==> src/rtl/my_arith_pkg.sv <==
// Shared arithmetic definitions for the sequential multiplier slice.
//   WORD_W      - datapath width
//   mul_state_t - multiplier controller states
//   step_t      - shift-and-add step counter
package my_arith_pkg;

    localparam int unsigned WORD_W = 16;

    typedef enum logic [1:0] {
        IDLE,
        RUN,
        DONE
    } mul_state_t;

    typedef logic [3:0] step_t;

endpackage

==> src/rtl/my_add16.sv <==
// 16-bit wrap-around adder; the only arithmetic resource of the multiplier.
//   a, b - addends
//   sum  - (a + b) mod 2^16, carry discarded
module my_add16
    import my_arith_pkg::*;
(
    input  logic [WORD_W-1:0] a,
    input  logic [WORD_W-1:0] b,
    output logic [WORD_W-1:0] sum
);

    assign sum = a + b;

endmodule

==> src/rtl/my_mul16_seq.sv <==
// Sequential shift-and-add multiplier, one add/shift step per clock.
//   clk, rst_n           - clock, asynchronous active-low reset
//   flush                - synchronous abort back to IDLE
//   in_valid/in_ready, a, b        - operand handshake (accept only in IDLE)
//   out_valid/out_ready, product   - result handshake, product = (a*b) mod 2^16
//   busy                 - controller not in IDLE
module my_mul16_seq
    import my_arith_pkg::*;
#(
    parameter bit EARLY_EXIT = 1'b1
) (
    input  logic              clk,
    input  logic              rst_n,
    input  logic              flush,
    input  logic              in_valid,
    output logic              in_ready,
    input  logic [WORD_W-1:0] a,
    input  logic [WORD_W-1:0] b,
    output logic              out_valid,
    input  logic              out_ready,
    output logic [WORD_W-1:0] product,
    output logic              busy
);

    mul_state_t        state_q;
    logic [WORD_W-1:0] acc_q;
    logic [WORD_W-1:0] mcand_q;
    logic [WORD_W-1:0] mplier_q;
    step_t             step_q;
    logic [WORD_W-1:0] product_q;

    logic [WORD_W-1:0] add_sum;
    logic [WORD_W-1:0] acc_d;
    logic [WORD_W-1:0] mplier_d;
    logic              run_exit;

    my_add16 u_add (
        .a   (acc_q),
        .b   (mcand_q),
        .sum (add_sum)
    );

    always_comb begin
        acc_d    = mplier_q[0] ? add_sum : acc_q;
        mplier_d = mplier_q >> 1;
        run_exit = (step_q == step_t'(15)) || (EARLY_EXIT && (mplier_d == '0));
    end

    always_ff @(posedge clk or negedge rst_n) begin
        if (!rst_n) begin
            state_q   <= IDLE;
            acc_q     <= '0;
            mcand_q   <= '0;
            mplier_q  <= '0;
            step_q    <= '0;
            product_q <= '0;
        end else if (flush) begin
            state_q   <= IDLE;
            product_q <= '0;
        end else begin
            unique case (state_q)
                IDLE: begin
                    if (in_valid) begin
                        acc_q    <= '0;
                        mcand_q  <= a;
                        mplier_q <= b;
                        step_q   <= '0;
                        state_q  <= RUN;
                    end
                end
                RUN: begin
                    acc_q    <= acc_d;
                    mcand_q  <= mcand_q << 1;
                    mplier_q <= mplier_d;
                    if (run_exit) begin
                        // Counter holds on exit so it never wraps past 15.
                        product_q <= acc_d;
                        state_q   <= DONE;
                    end else begin
                        step_q <= step_q + step_t'(1);
                    end
                end
                DONE: begin
                    if (out_ready) begin
                        state_q <= IDLE;
                    end
                end
                default: state_q <= IDLE;
            endcase
        end
    end

    assign in_ready  = (state_q == IDLE);
    assign out_valid = (state_q == DONE);
    assign busy      = (state_q != IDLE);
    assign product   = product_q;

endmodule

==> config.mk <==
export PLATFORM = sky130hd
export DESIGN_NAME = my_mul16_seq
export DESIGN_NICKNAME = d
export VERILOG_FILES = /design/src/rtl/my_arith_pkg.sv /design/src/rtl/my_add16.sv /design/src/rtl/my_mul16_seq.sv
export SDC_FILE = /design/constraint.sdc
export NUM_CORES = 1
export LEC_CHECK = 0
export CORE_MARGIN = 3
export CORE_UTILIZATION = 59
export DETAILED_ROUTE_END_ITERATION = 8
export GPL_TIMING_DRIVEN = 1
export PLACE_DENSITY = 0.85
export RECOVER_POWER = 50
export SYNTH_ARGS = -nofsm -noshare
export SYNTH_HDL_FRONTEND = slang
export SYNTH_HIERARCHICAL = 1
export SYNTH_SLANG_ARGS = --single-unit
==> constraint.sdc <==
create_clock -name clk -period 4.75 [get_ports clk]
set_input_delay 0.95 -clock clk [delete_from_list [all_inputs] [get_ports clk]]
set_output_delay 0.95 -clock clk [all_outputs]
set_load 0.02 [all_outputs]
==> summary.txt <==
Layout
  • Design Area, Final: 4820 sq um
  • Final Net Count: 489
  • Commonest cells after routing, fill and taps aside: dfrtp_1 (70), mux2i_1 (49), clkdlybuf4s50_1 (45)
  • Ant diodes: 0
  • Fillers: 438
  • Share of cells above drive strength 1: 8.64%
  • Area of the multi-input gates: 2140 sq um
  • Layout area overhead: 18.7%
  • Final core utilization: 74.3%
  • Commonest non-fill, non-tap cell in the layout: dfrtp_1
  • Register area: 1750 sq um

Detailed routing
  • Residual DRC: 0
  • Vias: 3134
  • Post-route ant nets: 0
  • WL per Instance: 17.0 microns
  • 1st-pass router iterations: 5
  • Routed wire length: 8800 microns
  • DR vias/cell: 6.06
  • Initial DRC count: 178

Timing
  • Max_slew headroom: -21.6%
  • Slew of the pin with the lowest slew margin: 1.82 ns
  • Max-slew violations: 38
  • Period utilisation layout: 60.3%
  • Fmax: 349 MHz
  • RSZ-0062 raised after global routing: false
  • Fin. Hold Viols: 0
  • Worst Hold Slack: 0.520 ns
  • Final setup fails: 0
  • Setup_tns: 0 ns
  • Final worst slack: 1.88 ns
  • Crit path time final: 2.87 ns
  • Worst Clk Skew: 0.0120 ns

Status
  • Status: finished, violations left
  • Failing checks: max-capacitance violations, max-slew violations

Power
  • Power Density: 428 nW/um^2
  • Leak: 2.14 nW
  • Peak VDD IR: 0.290 mV

Global route
  • First-pass GRT wire length: 14900 microns
  • Initial antenna violation count: 0
  • Largest net degree at the start of global routing: 63
  • Number of global-route vias before repair: 3080
  • GRT Overall Usage: 24.2%
  • Gr ovfl total: 0

Floorplanning
  • Die Y: 89.0 microns
  • Number of cell rows: 29
  • Die Wd: 89.0 microns
  • Boundary Pins: 56
  • Placeable Area: 6490 sq um
  • Die ar.: 7920 sq um
  • Starting Density: 62.6%

Setup path
  • Worst Path Class, Setup: input pin to register
  • Cell count of the worst reg-to-reg path: 9
  • Critical path peak fanout: 62
  • Arr. time, crit path: 3.03 ns
  • Critical Path RT: 4.91 ns
  • CP Capture Type: register
  • Startpoint class of the critical path: input pin

Yosys
  • Syn_nets: 444
  • Post-synth EDFFs: 0
  • Mean area per synthesized cell: 10.4 sq um
  • Ys Warns: 6
  • Most used DFF post-synth: dfrtp_1
  • Yosys top cell area share: 43.1%
  • Syn Inst Count: 390
  • Area leader, netlist: dfrtp_1
  • Count of cell types in the netlist: 52
  • Post-synthesis sequential area ratio: 43.1%
  • Ys async rst share: 100%
  • Yosys reg bits: 70
  • Synthesized area: 4060 sq um
  • Top post-synthesis cells by area: dfrtp_1 (43%), mux2i_1 (12%), ha_1 (4.9%), o21ai_0 (4.9%), a21oi_1 (4.2%)

Flow run
  • Max_cap viols: 1

Clock tree
  • Htree depth: 3
  • Worst-Skew Late Latency: 0.34 ns
  • CTS Hold Bufs: 0
  • Clock transition at path regs: 0.08 ns
  • CTS Buf Count: 9
  • Post-CTS Resized: 0
  • CTS tree: built
  • Clk root buf: clkbuf_8
  • CTS sink count: 70
  • Post-CTS Setup Inserts: 0
  • Clock buffer depth: 2

Place
  • Placement Cell Area: 4570 sq um
  • Pre-CTS setup slack: 1.51 ns
  • IO buf count: 55
  • Final HPWL DP: 6270 microns
  • Routability cong.: 0.895

Hold path
  • Hold Crit Class: register to register
  • Hold depth: 2
## final cells by class
| cell class | instances | share of cell area (%) |
|---|---|---|
| clock inverter | 5 | 2.15 |
| sequential | 70 | 36.3 |
| timing repair buffer | 57 | 11.6 |
| clock buffer | 11 | 3.14 |
| multi-input combinational | 291 | 44.3 |
| tap | 77 | 2.00 |
| inverter | 6 | 0.467 |
## critical path: stages
cell	delay, ns
clkdlybuf4s50_1	1.03
nor2_1	0.27
o21ai_4	0.49
o21ai_0	0.25
## cells by family after synthesis
kind of cell,synth area share [%]
muxes,12.1
adders and majority gates,5.42
buffers and inverters,4.71
AOI/OAI and AO/OA,21.7
and+or+nand+nor,9.76
DFF,43.1
xor gates and xnor gates,3.23
## Yosys cell counts, types with 5 or more instances
master and count:
inv_1 6, nand3_1 6, nor2b_1 5, a211oi_1 9, ha_1 16, nor2_1 6, clkbuf_1 10, xnor2_1 10
dfrtp_1 70, a21oi_1 34, o21ai_0 40, mux2i_1 49, xor2_1 5, a22o_1 18, nand2_1 44, a211oi_2 8
## state kept, by name, indices dropped and copies added (netlist names)
register and count:
step_q 4, state_q 2, mplier_q 16, product 16, acc_q 16, mcand_q 16
## routing by layer
| layer | global-route usage [%] | wire [microns] | vias to the layer above |
|---|---|---|---|
| met1 | 34.4 | 4100 | 1468 |
| met5 | 0 | 0 | - |
| met3 | 4.06 | 500 | 18 |
| met2 | 37.0 | 4000 | 124 |
| met4 | 9.61 | 200 | 0 |
| li1 | - | - | 1524 |
## power by group
| part | total [mW] | leakage, nW | internal (mW) | switching [mW] |
|---|---|---|---|---|
| Combinational | 0.645 | 1.09 | 0.289 | 0.356 |
| Clock | 0.608 | 0.130 | 0.379 | 0.230 |
| Sequential | 0.812 | 0.921 | 0.694 | 0.118 |
| Total | 2.07 | 2.14 | 1.36 | 0.704 |
## path summary, 6_finish.rpt
check | startpoint | to | slack, ns
max | flush | mcand_q[7] | 1.88
min reg2reg | mcand_q[15] | mcand_q[15] | 0.52
max in group asynchronous | rst_n | mcand_q[6] | 2.37
min in group asynchronous | rst_n | step_q[0] | 1.09
min | mcand_q[15] | mcand_q[15] | 0.52
max reg2reg | mcand_q[0] | product[10] | 1.97
## stage by stage
step,total power [mW],instances
3_5_place_dp,1.45,501
5_1_grt,2.18,517
2_1_floorplan,1.27,390
4_1_cts,2.06,517
6_report,2.07,517
3_3_place_gp,1.41,501
(Power assumes the default switching activity.)
